<file path="config.mk">
export PLATFORM = sky130hd
export DESIGN_NAME = bcd_updown_counter_n
export DESIGN_NICKNAME = d
export VERILOG_FILES = /design/src/rtl/bcd_updown_counter_n.sv
export SDC_FILE = /design/constraint.sdc
export NUM_CORES = 1
export LEC_CHECK = 0
export ABC_CLOCK_PERIOD_IN_PS = 2580
export CORE_ASPECT_RATIO = 1.1
export CORE_MARGIN = 2
export CORE_UTILIZATION = 35
export CTS_CLUSTER_SIZE = 24
export DETAILED_ROUTE_END_ITERATION = 12
export DONT_BUFFER_PORTS = 1
export PLACE_DENSITY = 0.63
export REMOVE_ABC_BUFFERS = 1
export SETUP_SLACK_MARGIN = 0.05
export SLEW_MARGIN = 15
export SYNTH_ARGS = -nofsm -noshare
export SYNTH_HDL_FRONTEND = slang
export SYNTH_SLANG_ARGS = --single-unit
</file>
<file path="constraint.sdc">
create_clock -name clk -period 2.58 [get_ports clk]
set_input_delay 0.258 -clock clk [delete_from_list [all_inputs] [get_ports clk]]
set_output_delay 0.258 -clock clk [all_outputs]
set_load 0.03 [all_outputs]
</file>
<file path="src/rtl/bcd_updown_counter_n.sv">
// bcd_updown_counter_n
//   Multi-digit BCD up/down counter with a per-digit modulus, meant to drive
//   seven-segment timer/clock/stopwatch displays directly. Each digit counts
//   0..L_d, where L_d is its nibble of `limit`. At the end of range the
//   counter either wraps or holds. `end_c` lets several instances cascade.
//
// Parameters
//   DIGITS     number of BCD digits (1..8). Digit 0 sits at bits [3:0].
//   RESET_VAL  value of `count` after reset.
//
// Ports
//   clk          rising-edge clock
//   rst_n        synchronous active-low reset
//   en           one count step per cycle while high
//   up           direction: 1 = increment, 0 = decrement
//   hold_at_end  1 = saturate at end of range, 0 = wrap
//   load         synchronous load of load_val (per-digit clamped to L_d)
//   load_val     value to load, one BCD digit per nibble
//   limit        per-digit maximum L_d
//   count        registered counter value
//   wrap         registered one-cycle pulse: the last step wrapped
//   end_c        combinational cascade carry/borrow: en AND at end of range
//   is_zero      combinational: every digit is 0
//   is_max       combinational: every digit is at (or above) its L_d
module bcd_updown_counter_n #(
  parameter int                  DIGITS    = 4,
  parameter logic [4*DIGITS-1:0] RESET_VAL = '0
) (
  input  logic                  clk,
  input  logic                  rst_n,
  input  logic                  en,
  input  logic                  up,
  input  logic                  hold_at_end,
  input  logic                  load,
  input  logic [4*DIGITS-1:0]   load_val,
  input  logic [4*DIGITS-1:0]   limit,
  output logic [4*DIGITS-1:0]   count,
  output logic                  wrap,
  output logic                  end_c,
  output logic                  is_zero,
  output logic                  is_max
);

  localparam int W = 4 * DIGITS;

  // A limit nibble above 9 is not a BCD digit; treat it as 9.
  function automatic logic [3:0] sat_limit(input logic [3:0] l);
    return (l > 4'd9) ? 4'd9 : l;
  endfunction

  // Clamp a digit to its (already BCD-saturated) limit.
  function automatic logic [3:0] sat_digit(input logic [3:0] v, input logic [3:0] l);
    return (v > l) ? l : v;
  endfunction

  logic [W-1:0]    count_p1;
  logic            wrap_p1;
  logic [W-1:0]    lim_eff;
  logic [W-1:0]    load_sat;
  logic [W-1:0]    step_val;
  logic [DIGITS:0] chain;
  logic            zero_all;
  logic            max_all;
  logic            at_end;

  // Ripple carry/borrow across all digits in one cycle. Digit 0 always sees
  // the carry-in; a digit that rolls over passes it to the next one. The
  // natural ripple from all-zero (down) or all-max (up) already yields the
  // wrapped value, so no separate wrap path is needed.
  always_comb begin
    lim_eff  = '0;
    load_sat = '0;
    step_val = '0;
    chain    = '0;
    chain[0] = 1'b1;
    zero_all = 1'b1;
    max_all  = 1'b1;
    for (int d = 0; d < DIGITS; d++) begin
      lim_eff[4*d +: 4]  = sat_limit(limit[4*d +: 4]);
      load_sat[4*d +: 4] = sat_digit(load_val[4*d +: 4], lim_eff[4*d +: 4]);
      if (count_p1[4*d +: 4] != 4'd0) zero_all = 1'b0;
      // >= so that a digit left above a reduced limit still counts as max
      if (count_p1[4*d +: 4] < lim_eff[4*d +: 4]) max_all = 1'b0;

      if (!chain[d]) begin
        step_val[4*d +: 4] = count_p1[4*d +: 4];
        chain[d+1]         = 1'b0;
      end else if (up) begin
        if (count_p1[4*d +: 4] >= lim_eff[4*d +: 4]) begin
          step_val[4*d +: 4] = 4'd0;
          chain[d+1]         = 1'b1;
        end else begin
          step_val[4*d +: 4] = count_p1[4*d +: 4] + 4'd1;
          chain[d+1]         = 1'b0;
        end
      end else begin
        if (count_p1[4*d +: 4] == 4'd0) begin
          step_val[4*d +: 4] = lim_eff[4*d +: 4];
          chain[d+1]         = 1'b1;
        end else begin
          // also covers a digit above its limit: it just decrements
          step_val[4*d +: 4] = count_p1[4*d +: 4] - 4'd1;
          chain[d+1]         = 1'b0;
        end
      end
    end
    at_end = up ? max_all : zero_all;
  end

  // ---- stage p1: count/wrap registers ----
  always_ff @(posedge clk) begin
    if (!rst_n) begin
      count_p1 <= RESET_VAL;
      wrap_p1  <= 1'b0;
    end else if (load) begin
      count_p1 <= load_sat;
      wrap_p1  <= 1'b0;
    end else if (en) begin
      if (at_end && hold_at_end) begin
        wrap_p1 <= 1'b0;
      end else begin
        count_p1 <= step_val;
        wrap_p1  <= at_end;
      end
    end else begin
      wrap_p1 <= 1'b0;
    end
  end

  assign count   = count_p1;
  assign wrap    = wrap_p1;
  assign is_zero = zero_all;
  assign is_max  = max_all;
  assign end_c   = en & at_end;

endmodule

</file>
# Word level (Yosys, flattened, before mapping)
# Index checks and enable logic that the tools add are counted.
[op_classes]
n_reduce_logical = 18
add_sub_neg = 8
shifts = 0
n_mul = 0
mux = 46
n_bitwise = 3
n_lt_le_gt_ge = 16
div = 0
eq_ne = 1
[op_table]
columns = ["cell", "count"]
rows = [
  ["two-way mux 4 bit", 23],
  ["two-way mux 16 bit", 3],
  ["two-way mux 1 bit", 20],
  ["adder 4 x 1 -> 4 bit (second input constant)", 4],
  [">= comparator 4 bit", 4],
  ["greater-than comparator 4 bit", 4],
  ["greater-than comparator 4 bit (second input constant)", 4],
  ["logical NOT 4 bit", 4],
  ["less-than comparator 4 bit", 4],
  ["nonzero test 4 bit", 4],
  ["subtractor 4 x 1 -> 4 bit (second input constant)", 4],
  ["AND reduction 3 bit", 3],
  ["nonzero test 2 bit", 4],
  ["OR reduction 4 bit", 1],
  ["inequality test 2 bit (second input constant)", 1],
  ["inverter 1 bit", 2],
  ["AND reduction 2 bit", 1],
  ["bitwise AND 1 bit", 1],
  ["logical AND 1 bit", 1],
]
[totals]
ramBits = 0
out_inout_bits = 20
in_bits = 38
n_memories = 0
romBits = 0
latch_bits = 0
regBits = 17

# Longest topological paths before layout
[depth]
ltp_word = 12
ltp_mapped = 11
mapped_depth_nobuf = 10

# Worst setup path before layout
# No wires, ideal clock.
[synth_path]
kind = "register to register"
start = "register count_p1[0], in the netlist count[0]"
end = "register count_p1[5], in the netlist count[5]"
stages_incl_launch_ff = 10
arrival_ns = 2.559
setup_slack_ns = -0.096
path_cell_list = "dfxtp_1 -> inv_1 -> ha_1 -> nand2b_1 -> a21oi_1 -> nor3_2 -> or3_4 -> nor2_4 -> mux2_1 -> o211a_1"
[synth_between]
elab_chain_cells = 9
elab_cells_between_ends = 20
cone_classes = "2 x order compare; 1 x eq/ne; 12 x mux; 5 x reduce/logical"
[synth_lines]
columns = ["element", "line_no", "text"]
rows = [
  ["from (decl)", "56", "logic [W-1:0] count_p1;"],
  ["from (signal assigned)", "116", "count_p1 <= load_sat;"],
  ["from (signal assigned)", "122", "count_p1 <= step_val;"],
  ["less-than comparator 4 bit / nonzero test 4 bit (equally long branches)", "83, 81", ""],
  ["two-way mux 1 bit (on tied branches) (4 in a row)", "83, 81", ""],
  ["two-way mux 1 bit", "107", "at_end = up ? max_all : zero_all;"],
  ["logical AND 1 bit", "119", "if (at_end && hold_at_end) begin"],
  ["inequality test 2 bit (no source line)", "-", ""],
  ["AND reduction 3 bit (no source line) *", "-", ""],
]
# Mark *: on every way between the ends. The rest lies on a longest branch, timed or not.
# A chain may end at the register's enable or synchronous reset.

# Final worst setup path
[layout_path]
start = "register count_p1[5], in the netlist count[5]"
end = "register count_p1[8], in the netlist count[8]"
[layout_between]
elab_chain_cells = 8
elab_cells_between_ends = 19
cone_classes = "2 x order compare; 1 x eq/ne; 11 x mux; 5 x reduce/logical"
[layout_lines]
columns = ["element", "line_no"]
rows = [
  ["less-than comparator 4 bit / nonzero test 4 bit (equally long branches)", "83, 81"],
  ["two-way mux 1 bit (on tied branches) (3 in a row)", "83, 81"],
  ["two-way mux 1 bit", "107"],
  ["logical AND 1 bit", "119"],
  ["inequality test 2 bit (no source line)", "-"],
  ["AND reduction 3 bit (no source line) *", "-"],
]
# Marks and branches as above.

==> results.sh <==
export IMPL_viasPerCell=5.693
export IMPL_rsz0062_at_grt="no"
export IMPL_end_kind="flop"
export IMPL_dieWidth_um=87.81
export IMPL_routedWlPerCell_um=16.39
export IMPL_worst_slew_pin_slew_ns=0.5989
export IMPL_worst_ep_required_time_ns=2.73
export IMPL_portBuffers=0
export IMPL_multiInputGateArea_um2=2172
export IMPL_firstDrtPassIters=4
export IMPL_yosys_area_share_simple=0.2476
export IMPL_worstSkewPairLatency_ns=0.26
export IMPL_maxCapViolCount=0
export IMPL_synth_top_cell_area_share=0.1851
export IMPL_synth_fa_ha_area_frac=0.1851
export IMPL_synth_edf_count=0
export IMPL_synth_area_top_cells="ha_1, dfxtp_1, nand2_1"
export IMPL_p_leak_nw=1.350
export IMPL_synth_mux_area_frac=0.05229
export IMPL_relSlewSlack=0.6003
export IMPL_yosysTopAreaCell="ha_1"
export IMPL_hold_viol=0
export IMPL_ff_latch_area_um2=340.3
export IMPL_dpl_hpwl_um=6221
export IMPL_finalClockSkew_ns=0.002982
export IMPL_grt_max_degree=21
export IMPL_clockBufferDepth=2
export IMPL_wirelength_um=7849
export IMPL_synth_seq_cells=17
export IMPL_n_antenna_cell=0
export IMPL_yosys_warnings=0
export IMPL_ys_seq_area_frac=0.1259
export IMPL_cp_start_kind="flop"
export IMPL_fill_cells=738
export IMPL_synth_compound_area_share=0.3012
export IMPL_min_path_type="input port to flop"
export IMPL_syn_instance_count=345
export IMPL_start_util=0.3618
export IMPL_ant_nets=0
export IMPL_postLayoutCoreUtil=0.4162
export IMPL_grt_remaining_overflow=0
export IMPL_fin_crit_ns=2.378
export IMPL_drive_gt1_frac=0.1925
export IMPL_synth_ff_type="dfxtp_1"
export IMPL_cts_tree="done"
export IMPL_r2r_start="count[5]"
export IMPL_min_from="hold_at_end"
export IMPL_grt_pass1_vias=2691
export IMPL_antenna_found_initial=0
export IMPL_via_count=2727
export IMPL_dieArea_um2=8446
export IMPL_gp_congestion=0.8966
export IMPL_fp_row_count=33
export IMPL_peakVddDrop_mv=0.1655
export IMPL_synthXorXnorAreaFrac=0.01620
export IMPL_cts_sinks=17
export IMPL_async_flop_share=0
export IMPL_finalSetupViolCount=0
export IMPL_timing_final_max_slew_violations=0
export IMPL_groute_usage_overall=0.1875
export IMPL_grt_pass1_wl_um=12700
export IMPL_timing_hold_ws_ns=0.06212
export IMPL_cts_root_buf="clkbuf_8"
export IMPL_synth_top_family_by_area="compound AO/OA/AOI/OAI gates"
export IMPL_stdcell_area_um2=3110
export IMPL_yosysUniqueCellTypes=67
export IMPL_area_delta_synth_final_pct=15.04
export IMPL_dp_cells=475
export IMPL_drtIter0Drc=101
export IMPL_fmax_mhz=420.5
export IMPL_cts_reportedPaths_clkPinSlew_ns=0.08
export IMPL_cts_made_buffers=3
export IMPL_syn_cell_area_um2=2704
export IMPL_postPlaceCellArea_um2=3063
export IMPL_critical_path_class="flop to flop"
export IMPL_power_total_mw=1.278
export IMPL_fin_crit_sh=0.9217
export IMPL_cellPowerDensity_nw_per_um2=410.9
export IMPL_boundaryPins=58
export IMPL_avgSynthCellArea_um2=7.837
export IMPL_critPathArrivalTime_ns=2.53
export IMPL_die_y_um=96.19
export IMPL_coreArea_um2=7473
export IMPL_path_max_fanout=7
export IMPL_crit_start="count[5]"
export IMPL_finalNonFillerCells=479
export IMPL_outcome="finished, final reports clean"
export IMPL_drc_errors=0
export IMPL_final_nets=453
export IMPL_cts_max_level=1
worst max-delay path, stage by stage (launching register included):
cell	delay, ns
dfxtp_1	0.38
inv_1	0.08
ha_2	0.22
nor3b_4	0.29
nand2_4	0.10
o31ai_4	0.31
o21bai_4	0.19
nor4_4	0.08
buf_4	0.16
o2111a_1	0.12
or3_1	0.33
cells by family after synthesis:
| family | count (synthesis) |
|---|---|
| simple gates | 116 |
| compound gates | 109 |
| buf+inv | 45 |
| fa+ha+maj | 40 |
| flops | 17 |
| mux | 13 |
| xor+xnor | 5 |
per-layer routing:
metal,share of wire,global-route usage
met1,0.44,0.2337
met2,0.49,0.3422
met3,0.058,0.03516
met4,0.0083,0.02308
met5,0,0
worst paths after layout:
check | to | slack, ns | cells after the start
worst min register to register | count[13] | 0.58 | 2
worst min-delay path | wrap | 0.06 | 1
worst max register to register | count[8] | 0.20 | 10
worst max-delay path | count[8] | 0.20 | 10
state kept, by name, summed over array words and instances, names as in the netlist:
signal and flops:
wrap 1, count 16
layout by cell type (no fill, tap or decap), drive strengths merged, types with 6 or more instances in the layout:
cell,synthesis,final
ha,40,40
buf,5,39
nand2,33,33
inv,31,31
o21ai,24,24
nor2,20,20
dfxtp,17,17
a21oi,16,16
nand3,13,13
nor2b,12,12
o21a,10,10
o211ai,9,9
o31ai,9,9
nor3,8,8
mux2i,7,7
nand2b,6,6
a211oi,6,6
o221ai,6,6
mux2,6,6
nor3b,6,6
metrics by stage:
step,TNS (ns),setup slack (ns)
6_report,0,0.2020
4_1_cts,0,0.1671
5_1_grt,0,0.06586
3_5_place_dp,0,0.1293
2_1_floorplan,-0.1882,-0.09549
3_3_place_gp,0,0.1699
synthesized netlist by cell type (2+ instances only):
library cell   n
o211a_1        4
a21oi_1       16
clkbuf_1       8
nor4_1         2
inv_1         30
nand2_1       32
buf_2          3
o31ai_1        8
o21ai_0       19
nand3_1       13
and3_1         2
o2111a_1       2
nand4_1        5
nor3_2         2
and2_2         2
nor3b_1        3
o21ai_1        5
nor3_1         6
xnor2_1        5
nor2b_1       10
a22o_1         3
nor2_1        19
a31oi_1        3
o211ai_1       9
ha_1          40
nand2b_1       6
mux2_2         4
mux2i_1        7
o22ai_1        3
a21o_2         2
o21a_1        10
nor3b_2        2
a211oi_1       6
dfxtp_1       17
o221ai_1       5
area by class of cell:
type | count | area share
Inverter | 31 | 0.03741
Timing Repair Buffer | 39 | 0.09815
Sequential cell | 17 | 0.1094
Clock buffer | 4 | 0.01448
Tap cell | 105 | 0.04224
Multi-Input combinational cell | 283 | 0.6983
repair_timing:
item	in CTS	in global routing
setup buffers	0	0
resized for setup	0	1
endpoints found under the setup margin	0	1
hold buffers	0	0
where the power goes:
part	switching, mW	total, mW	internal (mW)
Sequential	0.0232	0.310	0.287
Clock	0.109	0.220	0.110
Combinational	0.423	0.748	0.325
Power figures use the tool's default switching activity.
